File: config.mk
export PLATFORM = sky130hd
export DESIGN_NAME = level_pick_seq
export DESIGN_NICKNAME = d
export VERILOG_FILES = /design/src/rtl/level_pkg.sv /design/src/rtl/pick_slot_quant.sv /design/src/rtl/level_pick_seq.sv
export SDC_FILE = /design/constraint.sdc
export NUM_CORES = 1
export LEC_CHECK = 0
export ABC_CLOCK_PERIOD_IN_PS = 2780
export CAP_MARGIN = 20
export CORE_ASPECT_RATIO = 0.8
export CORE_MARGIN = 2
export CORE_UTILIZATION = 55
export CTS_CLUSTER_SIZE = 30
export DETAILED_ROUTE_END_ITERATION = 10
export PLACE_DENSITY = 0.83
export SLEW_MARGIN = 20
export SYNTH_ARGS = -nofsm -noshare
export SYNTH_HDL_FRONTEND = slang
export SYNTH_SLANG_ARGS = --single-unit
File: constraint.sdc
create_clock -name i_clk -period 2.78 [get_ports i_clk]
set_input_delay 0.556 -clock i_clk [delete_from_list [all_inputs] [get_ports i_clk]]
set_output_delay 0.556 -clock i_clk [all_outputs]
set_load 0.02 [all_outputs]
File: src/rtl/level_pkg.sv
// Shared types and constants for the multi-pin lock-pick level controller.
package level_pkg;

  typedef enum logic [2:0] {
    IDLE,
    LOAD,
    SEEK,
    HOLD,
    SET,
    DONE,
    FAIL
  } pick_state_e;

  // Fibonacci taps 16,14,13,11 expressed as bit positions 15,13,12,10
  localparam logic [15:0] LFSR_TAPS = 16'hB400;

  function automatic logic [15:0] lfsr_next(input logic [15:0] v);
    return {v[14:0], ^(v & LFSR_TAPS)};
  endfunction

endpackage

File: src/rtl/pick_slot_quant.sv
// Quantises pick_y into a registered slot index using a comparator chain.
module pick_slot_quant #(
  parameter int unsigned NUM_SLOTS = 16,
  parameter int unsigned SLOT_H    = 28,
  parameter int unsigned Y_TOP     = 32,
  localparam int unsigned SW       = $clog2(NUM_SLOTS)
) (
  input  logic          i_clk,
  input  logic          i_reset,
  input  logic [9:0]    i_pick_y,
  output logic [SW-1:0] o_cur_slot,
  output logic          o_slot_valid
);

  logic [NUM_SLOTS:0] w_ge;
  logic [SW-1:0]      w_slot;
  logic               w_in_field;
  logic [SW-1:0]      r_cur_slot;
  logic               r_slot_valid;

  // w_ge[k]: pick is at or below the top edge of slot k (k==NUM_SLOTS is the field end)
  for (genvar k = 0; k <= NUM_SLOTS; k++) begin : g_cmp
    localparam int unsigned LO = Y_TOP + 32'(k) * SLOT_H;
    assign w_ge[k] = (32'(i_pick_y) >= LO);
  end

  assign w_in_field = w_ge[0] & ~w_ge[NUM_SLOTS];

  always_comb begin
    w_slot = '0;
    for (int k = 1; k < NUM_SLOTS; k++) begin
      if (w_ge[k]) w_slot = SW'(k);
    end
  end

  // Out-of-field positions keep the last valid slot
  always_ff @(posedge i_clk) begin
    if (i_reset) begin
      r_cur_slot   <= '0;
      r_slot_valid <= 1'b0;
    end else begin
      r_slot_valid <= w_in_field;
      if (w_in_field) r_cur_slot <= w_slot;
    end
  end

  assign o_cur_slot   = r_cur_slot;
  assign o_slot_valid = r_slot_valid;

endmodule

File: src/rtl/level_pick_seq.sv
// Multi-pin lock-pick level: random target per pin, hold-to-set with tension, slip counting.
module level_pick_seq
  import level_pkg::*;
#(
  parameter int unsigned NUM_SLOTS   = 16,
  parameter int unsigned SLOT_H      = 28,
  parameter int unsigned Y_TOP       = 32,
  parameter int unsigned NUM_PINS    = 3,
  parameter int unsigned HOLD_FRAMES = 30,
  parameter int unsigned MAX_SLIPS   = 3,
  parameter logic [15:0] SEED        = 16'hACE1,
  localparam int unsigned SW         = $clog2(NUM_SLOTS),
  localparam int unsigned PW         = $clog2(NUM_PINS + 1),
  localparam int unsigned HW         = $clog2(HOLD_FRAMES + 1),
  localparam int unsigned LW         = $clog2(MAX_SLIPS + 1)
) (
  input  logic          i_clk,
  input  logic          i_reset,
  input  logic          i_level_start,
  input  logic          i_frame_tick,
  input  logic [9:0]    i_pick_y,
  input  logic          i_tension,
  output logic [SW-1:0] o_cur_slot,
  output logic          o_slot_valid,
  output logic [SW-1:0] o_target_slot,
  output logic [PW-1:0] o_pins_set,
  output logic [HW-1:0] o_hold_cnt,
  output logic [LW-1:0] o_slips,
  output logic          o_level_done,
  output logic          o_level_fail
);

  pick_state_e   r_state, w_state_nxt;
  logic [15:0]   r_lfsr;
  logic [SW-1:0] r_target_slot, w_target_nxt, w_draw;
  logic [PW-1:0] r_pins_set, w_pins_nxt;
  logic [HW-1:0] r_hold_cnt, w_hold_nxt;
  logic [LW-1:0] r_slips, w_slips_nxt;
  logic          r_level_done, r_level_fail;
  logic          w_match;

  pick_slot_quant #(
    .NUM_SLOTS (NUM_SLOTS),
    .SLOT_H    (SLOT_H),
    .Y_TOP     (Y_TOP)
  ) u_quant (
    .i_clk        (i_clk),
    .i_reset      (i_reset),
    .i_pick_y     (i_pick_y),
    .o_cur_slot   (o_cur_slot),
    .o_slot_valid (o_slot_valid)
  );

  // Fold the raw LFSR draw into 0..NUM_SLOTS-1
  always_comb begin
    w_draw = r_lfsr[SW-1:0];
    if (32'(r_lfsr[SW-1:0]) >= NUM_SLOTS) w_draw = SW'(32'(r_lfsr[SW-1:0]) - NUM_SLOTS);
  end

  assign w_match = o_slot_valid & (o_cur_slot == r_target_slot) & i_tension;

  always_comb begin
    w_state_nxt  = r_state;
    w_target_nxt = r_target_slot;
    w_pins_nxt   = r_pins_set;
    w_hold_nxt   = r_hold_cnt;
    w_slips_nxt  = r_slips;
    if (i_level_start) begin
      w_state_nxt = LOAD;
      w_pins_nxt  = '0;
      w_hold_nxt  = '0;
      w_slips_nxt = '0;
    end else begin
      case (r_state)
        IDLE: ;
        LOAD: begin
          w_target_nxt = w_draw;
          w_state_nxt  = SEEK;
        end
        SEEK: begin
          if (w_match) begin
            w_state_nxt = HOLD;
            w_hold_nxt  = '0;
          end
        end
        HOLD: begin
          // Tension drop takes priority over slot loss and counts as a slip
          if (!i_tension) begin
            w_hold_nxt  = '0;
            w_slips_nxt = r_slips + LW'(1);
            w_state_nxt = (w_slips_nxt == LW'(MAX_SLIPS)) ? FAIL : SEEK;
          end else if (!w_match) begin
            w_hold_nxt  = '0;
            w_state_nxt = SEEK;
          end else if (i_frame_tick) begin
            w_hold_nxt = r_hold_cnt + HW'(1);
            if (w_hold_nxt == HW'(HOLD_FRAMES)) w_state_nxt = SET;
          end
        end
        SET: begin
          w_pins_nxt  = r_pins_set + PW'(1);
          w_hold_nxt  = '0;
          w_state_nxt = (w_pins_nxt == PW'(NUM_PINS)) ? DONE : LOAD;
        end
        DONE: ;
        FAIL: ;
        default: w_state_nxt = IDLE;
      endcase
    end
  end

  always_ff @(posedge i_clk) begin
    if (i_reset) begin
      r_state       <= IDLE;
      r_lfsr        <= SEED;
      r_target_slot <= '0;
      r_pins_set    <= '0;
      r_hold_cnt    <= '0;
      r_slips       <= '0;
      r_level_done  <= 1'b0;
      r_level_fail  <= 1'b0;
    end else begin
      r_state       <= w_state_nxt;
      r_lfsr        <= lfsr_next(r_lfsr);
      r_target_slot <= w_target_nxt;
      r_pins_set    <= w_pins_nxt;
      r_hold_cnt    <= w_hold_nxt;
      r_slips       <= w_slips_nxt;
      r_level_done  <= (w_state_nxt == DONE);
      r_level_fail  <= (w_state_nxt == FAIL);
    end
  end

  assign o_target_slot = r_target_slot;
  assign o_pins_set    = r_pins_set;
  assign o_hold_cnt    = r_hold_cnt;
  assign o_slips       = r_slips;
  assign o_level_done  = r_level_done;
  assign o_level_fail  = r_level_fail;

endmodule

==> results of run 1 <==
==> worst min path at each step <==
stage	startpoint	end	slack [ps]
finish	r_lfsr[14]	r_lfsr[15]	410
CTS	r_lfsr[4]	r_lfsr[5]	420
detailed placement	r_lfsr[14]	r_lfsr[15]	400
global placement	r_lfsr[6]	r_lfsr[7]	390
global route	r_lfsr[14]	r_lfsr[15]	430
floorplan	r_lfsr[9]	r_lfsr[10]	390
==> layer usage <==
layer  up-vias  GRT usage  share of wire
met5         -          0              0
met4         0     0.0522          0.012
met3         8     0.0646          0.051
met2        51      0.337           0.44
met1       735      0.273           0.49
li1        817          -              -
==> state kept, by name, indices dropped and copies added, names as in the netlist <==
| register | count |
|---|---|
| o_slips | 2 |
| r_state | 3 |
| o_hold_cnt | 5 |
| o_pins_set | 2 |
| r_lfsr | 16 |
| o_level_fail | 1 |
| o_level_done | 1 |
| u_quant.o_cur_slot | 4 |
| o_target_slot | 4 |
| u_quant.o_slot_valid | 1 |
==> critical path, stage by stage <==
cell and delay (ps):
clkdlybuf4s50_1 550, nand3_2 160, or4_4 520, a31oi_4 290, mux2_4 320
==> power by group <==
group	total (mW)	internal (mW)	switching (mW)
Combinational	0.154	0.0720	0.0816
Clock	0.482	0.270	0.212
Sequential	0.600	0.583	0.0164
==> synthesized netlist by cell type, types with 4 or more instances <==
cell / number
or2_2: 8
and2_1: 4
nor2b_1: 10
nor4_1: 4
inv_1: 9
ha_1: 4
a21oi_1: 7
clkbuf_1: 8
mux2i_1: 6
xor2_1: 4
nand4_1: 4
nand3_1: 4
nand2b_1: 4
nor2_1: 22
dfxtp_1: 39
nand2_1: 11
xnor2_1: 6
o21ai_0: 7
==> layout make-up <==
type,count,area (µm²)
well taps,42,52.6
repair buffers,36,350
clock buffers,5,68.8
multi-input cells,152,1040
fillers,277,1000
flip-flops and latches,39,781
clock inverters,3,46.3
inverters,10,37.5
==> layout by cell type, fill, tap and decap left out, drive strengths merged, types with 2 or more instances in the layout <==
master / netlist / final
a211oi: 3 / 3
a21oi: 7 / 7
a311oi: 2 / 2
a31o: 3 / 3
a31oi: 3 / 3
and2: 4 / 4
and3: 3 / 3
buf: 2 / 4
clkbuf: 8 / 5
clkdlybuf4s50: 0 / 32
dfxtp: 39 / 39
ha: 4 / 4
inv: 10 / 11
maj3: 2 / 2
mux2i: 6 / 6
nand2: 11 / 11
nand2b: 4 / 4
nand3: 5 / 5
nand3b: 2 / 2
nand4: 4 / 4
nand4b: 3 / 3
nor2: 22 / 22
nor2b: 10 / 10
nor4: 6 / 6
o211ai: 2 / 2
o21ai: 8 / 8
o31ai: 2 / 2
or2: 8 / 8
or3: 2 / 2
xnor2: 7 / 7
xor2: 4 / 4
==> logic make-up after synthesis <==
logic type / Yosys count
and+or+nand+nor: 88
buffers and inverters: 20
adders and majority gates: 6
AOI/OAI and AO/OA: 40
DFF: 39
xor gates and xnor gates: 11
muxes: 7
==> summary.md, run 1 <==
| Metric | Value |
|---|---|
| Status | `finished clean` |
| Worst rel slew slack | `0.578` |
| Largest net degree at the start of global routing | `28` |
| Fin cells | `between 200 and 300` |
| Peak supply drop | `0.487 mV` |
| Total power | `1.24 mW` |
| Initial core utilization | `0.562` |
| Post-synthesis mux area share | `0.0396` |
| R2R Setup Slk | `810 ps` |
| Clock tree sinks | `39` |
| R2R depth | `5` |
| First-pass GRT wire length | `6.47 mm` |
| Crit share post-route | `0.798` |
| Worst min path class | `reg -> reg` |
| R2r endpoint | `o_hold_cnt[3]` |
| Post-CTS setup buffer count | `0` |
| Min Tclk post-route | `2220 ps` |
| Setup Viol. Count Final | `0` |
| Avg WL per Cell | `13.4 µm` |
| Sequential area share after synthesis | `0.412` |
| Skew-Pair Late Insertion Delay | `300 ps` |
| Post-synth EDFFs | `0` |
| All-Layer GR Usage | `0.208` |
| Clock-pin slew on the worst setup and hold paths | `80 ps` |
| Num CTS Buffers | `5` |
| Overall routed net length | `3.85 mm` |
| I/O pin cnt | `35` |
| Root buf cell | `clkbuf_8` |
| Setup TNS | `0 ps` |
| GP Congestion | `about 0.83` |
| Cell Pwr Density | `520 nW/µm²` |
| Layout Utilization | `0.704` |
| Area leader, netlist | `dfxtp_1` |
| Via Count | `1611` |
| Layout Skew | `5.74 ps` |
| Antenna Nets Post-Route | `0` |
| Gr ovfl total | `0` |
| Cell Area, Synth | `~1900 µm²` |
| Die Area | `3940 µm²` |
| Hpwl dp | `2.64 mm` |
| Area contributors post-synth | `dfxtp_1 (41%), nor2_1 (4.4%), nor2b_1 (3.3%)` |
| Mean post-synth cell area | `8.99 µm²` |
| Max Fclk | `451 MHz` |
| CP endpoint | `o_hold_cnt[3]` |
| Critical R2R Launch | `o_target_slot[1]` |
| First-pass DRT Iterations | `4` |
| Yosys cell types | `52` |
| LEAKAGE | `0.881 nW` |
| Fraction of registers with async set or reset after synthesis | `0` |
| Worst Setup End Kind | `register` |
| Mapped Cells | `211` |
| Nets | `263` |
| Top FF cell, synth | `dfxtp_1` |
| Initial DRC count | `134` |
| Adder-cell share of the synthesized area | `0.0369` |
| Cts hold-fix bufs | `0` |
| RSZ-0062 raised after global routing | `no` |
| Core Box Area | `3380 µm²` |
| Htree depth | `2` |
| WHS | `a little over 400 ps` |
| Worst Setup Path Type | `in -> reg` |
| Yosys top cell area share | `0.412` |
| Number of diodes | `0` |
| CP Launch Point | `i_tension` |
| Critical Path Fanout Max | `6` |
| DP Worst Slack | `283 ps` |
| Placed Area | `2260 µm²` |
| Synth warnings | `0` |
| CTS tree | `yes` |
| Post-Synth XOR/XNOR Area | `0.0547` |
| Post-CTS Resized | `0` |
| Setup WS post-layout | `561 ps` |
| Deepest clock path buffer count | `2` |
| Max-cap violations | `0` |
| Crit path DAT | `~2400 ps` |
| Area growth syn-to-layout | `25.3%` |
| Initial antenna violation count | `0` |
| PortBufs | `32` |
| Post-route cell area | `2380 µm²` |
| Largest family of logic cells by synthesized area | `simple AND/OR/NAND/NOR gates` |
| Required @ worst endpoint | `about 3000 ps` |
| Syn_nets | `230` |
| Final hold vios | `0` |
| Hold path depth | `1` |
| DP Cell Count | `approximately 280` |
| Vias in the first global route | `approximately 1400` |
| Simple-Gate Fraction of Synth Area | `0.265` |
| Worst slew pin tran | `628 ps` |
| Fraction of layout cells with a size suffix above 1 | `0.135` |
| Die W | `69.7 µm` |
| Synthesis-stage register bit count | `39` |
| Vias/cell | `5.61` |
| Synth Area in Compound Gates | `0.152` |
| Die H | `56.5 µm` |
| Pins Over Slew Limit | `0` |
| DRC Markers | `0` |
| Row cnt | `19` |
| Worst setup SP type | `input pin` |
No activity file was read; power rests on OpenSTA's default activity.
==> inputs of run 2 (changes only) <==
- ABC_CLOCK_PERIOD_IN_PS: 2780 -> 2200
- CORE_UTILIZATION: 55 -> 51
- PLACE_DENSITY: 0.83 -> 0.78
- clock period: 2.78 -> 2.2 ns (I/O delays scaled with it)
==> summary.md, run 2 (synthesized netlist as in run 1, its figures left out) <==
| Metric | Value |
|---|---|
| Status | `finished clean` |
| DRC Markers | `0` |
| Num CTS Buffers | `5` |
| Crit path DAT | `2100 ps` |
| WP buf/inv | `1` |
| Post-CTS setup buffer count | `0` |
| Initial core utilization | `0.543` |
| Cts hold-fix bufs | `0` |
| CP cell instances | `clkdlybuf4s50_1 > nand3_2 > or4_4 > a31oi_4 > mux2_4` |
| Worst rel slew slack | `0.701` |
| I/O pin cnt | `35` |
| Initial DRC count | `184` |
| Worst Setup End Kind | `register` |
| Deepest clock path buffer count | `2` |
| Vias/cell | `5.38` |
| Via Count | `1614` |
| First-pass DRT Iterations | `4` |
| Switching portion of total power | `0.228` |
| Clock tree sinks | `39` |
| Comb power frac | `0.131` |
| Critical Path Fanout Max | `2` |
| Layout Skew | `7.77 ps` |
| Fraction of layout cells with a size suffix above 1 | `0.178` |
| Gr ovfl total | `0` |
| Row cnt | `19` |
| Nets | `276` |
| Vias in the first global route | `1427` |
| Internal power | `1.21 mW` |
| Setup Viol. Count Final | `0` |
| CP delay by family, top | `simple AND/OR/NAND/NOR gates` |
| Max layer used | `met4` |
| CTS tree | `yes` |
| Largest reg by FF count | `r_lfsr` |
| Initial antenna violation count | `0` |
| Required @ worst endpoint | `roughly 2400 ps` |
| Core Box Area | `3490 µm²` |
| LEAKAGE | `0.948 nW` |
| Cell Pwr Density | `about 630 nW/µm²` |
| First-pass GRT wire length | `6.38 mm` |
| Sw power | `0.357 mW` |
| Worst Setup Path Type | `in -> reg` |
| Skew-Pair Late Insertion Delay | `290 ps` |
| Footprint of the multi-input gates | `approximately 1000 µm²` |
| Clock-pin slew on the worst setup and hold paths | `roughly 70 ps` |
| Max stage delay cell, worst path | `clkdlybuf4s50_1` |
| Overall routed net length | `roughly 3.8 mm` |
| Max reg flops | `16` |
| Max-cap violations | `0` |
| Largest net degree at the start of global routing | `28` |
| Setup WS post-layout | `279 ps` |
| Register Area | `just under 800 µm²` |
| Worst min path class | `reg -> reg` |
| Met2 wire length | `about 1.7 mm` |
| Area growth syn-to-layout | `30.5%` |
| Crit share post-route | `0.873` |
| Placed Area | `2360 µm²` |
| Most frequent cells in the layout | `dfxtp_1 (39), clkdlybuf4s50_1 (32), nor2_1 (22)` |
| RSZ-0062 raised after global routing | `no` |
| Hpwl dp | `2.77 mm` |
| Root buf cell | `clkbuf_8` |
| Final hold vios | `0` |
| Pins Over Slew Limit | `0` |
| Avg WL per Cell | `12.7 µm` |
| Worst slew pin tran | `around 440 ps` |
| DR WL met3 | `189 µm` |
| Number of diodes | `0` |
| Min Tclk post-route | `~1900 ps` |
| Max Fclk | `about 520 MHz` |
| PortBufs | `32` |
| Most common cell after layout, fill and taps aside | `dfxtp_1` |
| Worst setup SP type | `input pin` |
| Htree depth | `2` |
| Die W | `72.2 µm` |
| GP Congestion | `0.831` |
| Antenna Nets Post-Route | `0` |
| Metal-1 WL | `1.87 mm` |
| Post-CTS Resized | `0` |
| DP Worst Slack | `-1.82 ps` |
| Fillers | `291` |
| Peak supply drop | `0.631 mV` |
| Die H | `~59 µm` |
| All-Layer GR Usage | `0.194` |
| Post-route cell area | `2480 µm²` |
| Clock power frac | `0.383` |
| CP peak stage delay | `530 ps` |
| Sequential share of power | `0.485` |
| Die Area | `4230 µm²` |
## run 2: cell types whose count changed in the layout (fill, tap and decap cells not counted), sizes merged
cell      previous run  this run
clkinv               0         1
buf                  4        17
clkbuf               5         6
clkinvlp             1         0
inv                 11        10
## run 2: area by class of cell
type,count,area share
Clock inverter,2,0.0141
Inverter,10,0.0152
Tap cell,42,0.0212
Timing Repair Buffer,49,0.181
Clock buffer,6,0.0334
Sequential cell,39,0.315
Multi-Input combinational cell,152,0.420
## run 2: worst paths after layout
path	depth (start not counted)	endpoint	slack (ps)	startpoint
hold / removal	1	r_lfsr[15]	410	r_lfsr[14]
setup / recovery	5	o_hold_cnt[3]	280	i_tension
hold reg to reg	1	r_lfsr[15]	410	r_lfsr[14]
setup reg to reg	5	o_hold_cnt[3]	290	o_target_slot[1]
## run 2: power groups by stage
stage	Combinational [mW]	Sequential (mW)	Clock, mW
2_1_floorplan	0.110	0.781	0
3_3_place_gp	0.202	0.775	0
3_5_place_dp	0.204	0.775	0
4_1_cts	0.206	0.759	0.615
5_1_grt	0.226	0.763	0.638
6_report	0.206	0.759	0.599
## run 2: routing by layer
| layer | vias to the layer above | GRT usage |
|---|---|---|
| li1 | 839 | - |
| met1 | 728 | 0.269 |
| met2 | 42 | 0.294 |
| met3 | 5 | 0.0514 |
| met4 | 0 | 0.0647 |
| met5 | - | 0 |
## run 2: per-stage QoR
stage | utilization | instances | setup TNS (ps) | hold WS [ps] | power, mW
4_1_cts | 0.709 | 300 | 0 | 411 | 1.58
5_1_grt | 0.709 | 300 | 0 | 430 | 1.63
3_5_place_dp | 0.675 | 292 | -1.82 | 396 | 0.979
6_report | 0.709 | 300 | 0 | 409 | 1.56
3_3_place_gp | 0.675 | 292 | 0 | 393 | 0.977
2_1_floorplan | - | 211 | 0 | 389 | 0.891
==> inputs of run 3 (changes only) <==
- CORE_UTILIZATION: 51 -> 54
- CTS_BUF_LIST: unset -> sky130_fd_sc_hd__clkbuf_8
- PLACE_DENSITY: 0.78 -> 0.82
==> summary.md, run 3 (synthesized netlist as in run 1, its figures left out) <==
| Metric | Value |
|---|---|
| Status | `finished clean` |
| Crit path DAT | `2130 ps` |
| Vias in the first global route | `1429` |
| I/O pin cnt | `35` |
| Initial antenna violation count | `0` |
| Setup Viol. Count Final | `0` |
| CP delay by family, top | `buffers and inverters` |
| Top Usage Layer GRT | `met2` |
| Max stage delay cell, worst path | `clkdlybuf4s50_1` |
| Area growth syn-to-layout | `29.1%` |
| Largest reg by FF count | `r_lfsr` |
| All-Layer GR Usage | `0.197` |
| PortBufs | `32` |
| Htree depth | `2` |
| Setup TNS | `0 ps` |
| WP buf/inv | `2` |
| Max-cap violations | `0` |
| Antenna Nets Post-Route | `0` |
| Fraction of layout cells with a size suffix above 1 | `0.169` |
| Post-CTS Resized | `0` |
| GP Congestion | `~0.86` |
| CP cell instances | `clkdlybuf4s50_1 > nand3_2 > or4_4 > a31oi_4 > buf_4 > mux2i_1` |
| Hpwl dp | `2.73 mm` |
| DRC Markers | `0` |
| Required @ worst endpoint | `about 2400 ps` |
| Peak supply drop | `0.441 mV` |
| Crit share post-route | `0.866` |
| Worst Setup Path Type | `in -> reg` |
| Post-CTS setup buffer count | `0` |
| Layout Skew | `roughly 2.6 ps` |
| First-pass GRT wire length | `6.21 mm` |
| Die W | `around 70 µm` |
| Placed Area | `2340 µm²` |
| Final hold vios | `0` |
| Deepest clock path buffer count | `2` |
| Critical Path Fanout Max | `4` |
| Initial DRC count | `120` |
| Pins Over Slew Limit | `0` |
| Die H | `57.0 µm` |
| Post-route cell area | `2450 µm²` |
| Worst rel slew slack | `0.726` |
| Largest net degree at the start of global routing | `27` |
| Fillers | `285` |
| First-pass DRT Iterations | `4` |
| Met3 usage | `0.0477` |
| Die Area | `4010 µm²` |
| Initial core utilization | `0.558` |
| Cell Pwr Density | `633 nW/µm²` |
| Avg WL per Cell | `12.8 µm` |
| Nets | `between 200 and 300` |
| Max reg flops | `16` |
| Met1 usage | `0.257` |
| RSZ-0062 raised after global routing | `no` |
| CP peak stage delay | `530 ps` |
| Min Tclk post-route | `1900 ps` |
| Met2 GRT Util | `0.307` |
| Core Box Area | `roughly 3400 µm²` |
| Clock-pin slew on the worst setup and hold paths | `70 ps` |
| Vias/cell | `approximately 5.6` |
| Row cnt | `19` |
| Worst Setup End Kind | `register` |
| Overall routed net length | `about 3.8 mm` |
| Root buf cell | `clkbuf_8` |
| Most frequent cells in the layout | `dfxtp_1 (39), clkdlybuf4s50_1 (32), nor2_1 (22)` |
| Worst setup SP type | `input pin` |
| LEAKAGE | `0.931 nW` |
| Cts hold-fix bufs | `0` |
| Max Fclk | `525 MHz` |
| CTS tree | `yes` |
| Gr ovfl total | `0` |
| Skew-Pair Late Insertion Delay | `290 ps` |
| Num CTS Buffers | `5` |
| Most common cell after layout, fill and taps aside | `dfxtp_1` |
| Clock tree sinks | `39` |
| Worst slew pin tran | `408 ps` |
| Worst min path class | `reg -> reg` |
| Number of diodes | `0` |
| Via Count | `between 1500 and 2000` |
==> run 3: per-layer routing <==
layer  part of all wire  wire length, µm  vias to the layer above
met3              0.048              181                        5
li1                   -                -                      830
met4              0.013               48                        0
met2               0.46             1750                       56
met5                  0                0                        -
met1               0.48             1820                      763
==> run 3: area by class of cell <==
type	count	area [µm²]	share of cell area
multi-input cells	152	1040	0.425
flip-flops and latches	39	781	0.319
repair buffers	46	425	0.174
clock buffers	5	68.8	0.0281
well taps	42	52.6	0.0215
clock inverters	3	43.8	0.0179
inverters	10	37.5	0.0153
==> run 3: power by group <==
group          internal [mW]  total [mW]  switching, mW
Sequential             0.737       0.759         0.0215
Combinational          0.100       0.203          0.103
Clock                  0.337       0.588          0.250
Total                   1.17        1.55          0.375
==> run 3: worst paths after layout <==
check | slack (ps) | depth (start not counted) | end | from
setup reg to reg | 320 | 6 | o_hold_cnt[1] | u_quant.o_cur_slot[1]
setup / recovery | 300 | 6 | o_hold_cnt[1] | i_tension
hold reg to reg | 410 | 1 | r_lfsr[6] | r_lfsr[5]
hold / removal | 410 | 1 | r_lfsr[6] | r_lfsr[5]
==> run 3: metrics by stage <==
step                      setup WS (ps)   util  cells  power [mW]  hold slack, ps
after floorplan                     248      -    211       0.891             389
after global placement            0.939  0.687    289       0.972             392
after detailed placement           9.06  0.687    289       0.975             395
after CTS                           302  0.720    297        1.57             416
after global routing                179  0.720    297        1.62             430
final                               296  0.720    297        1.55             411
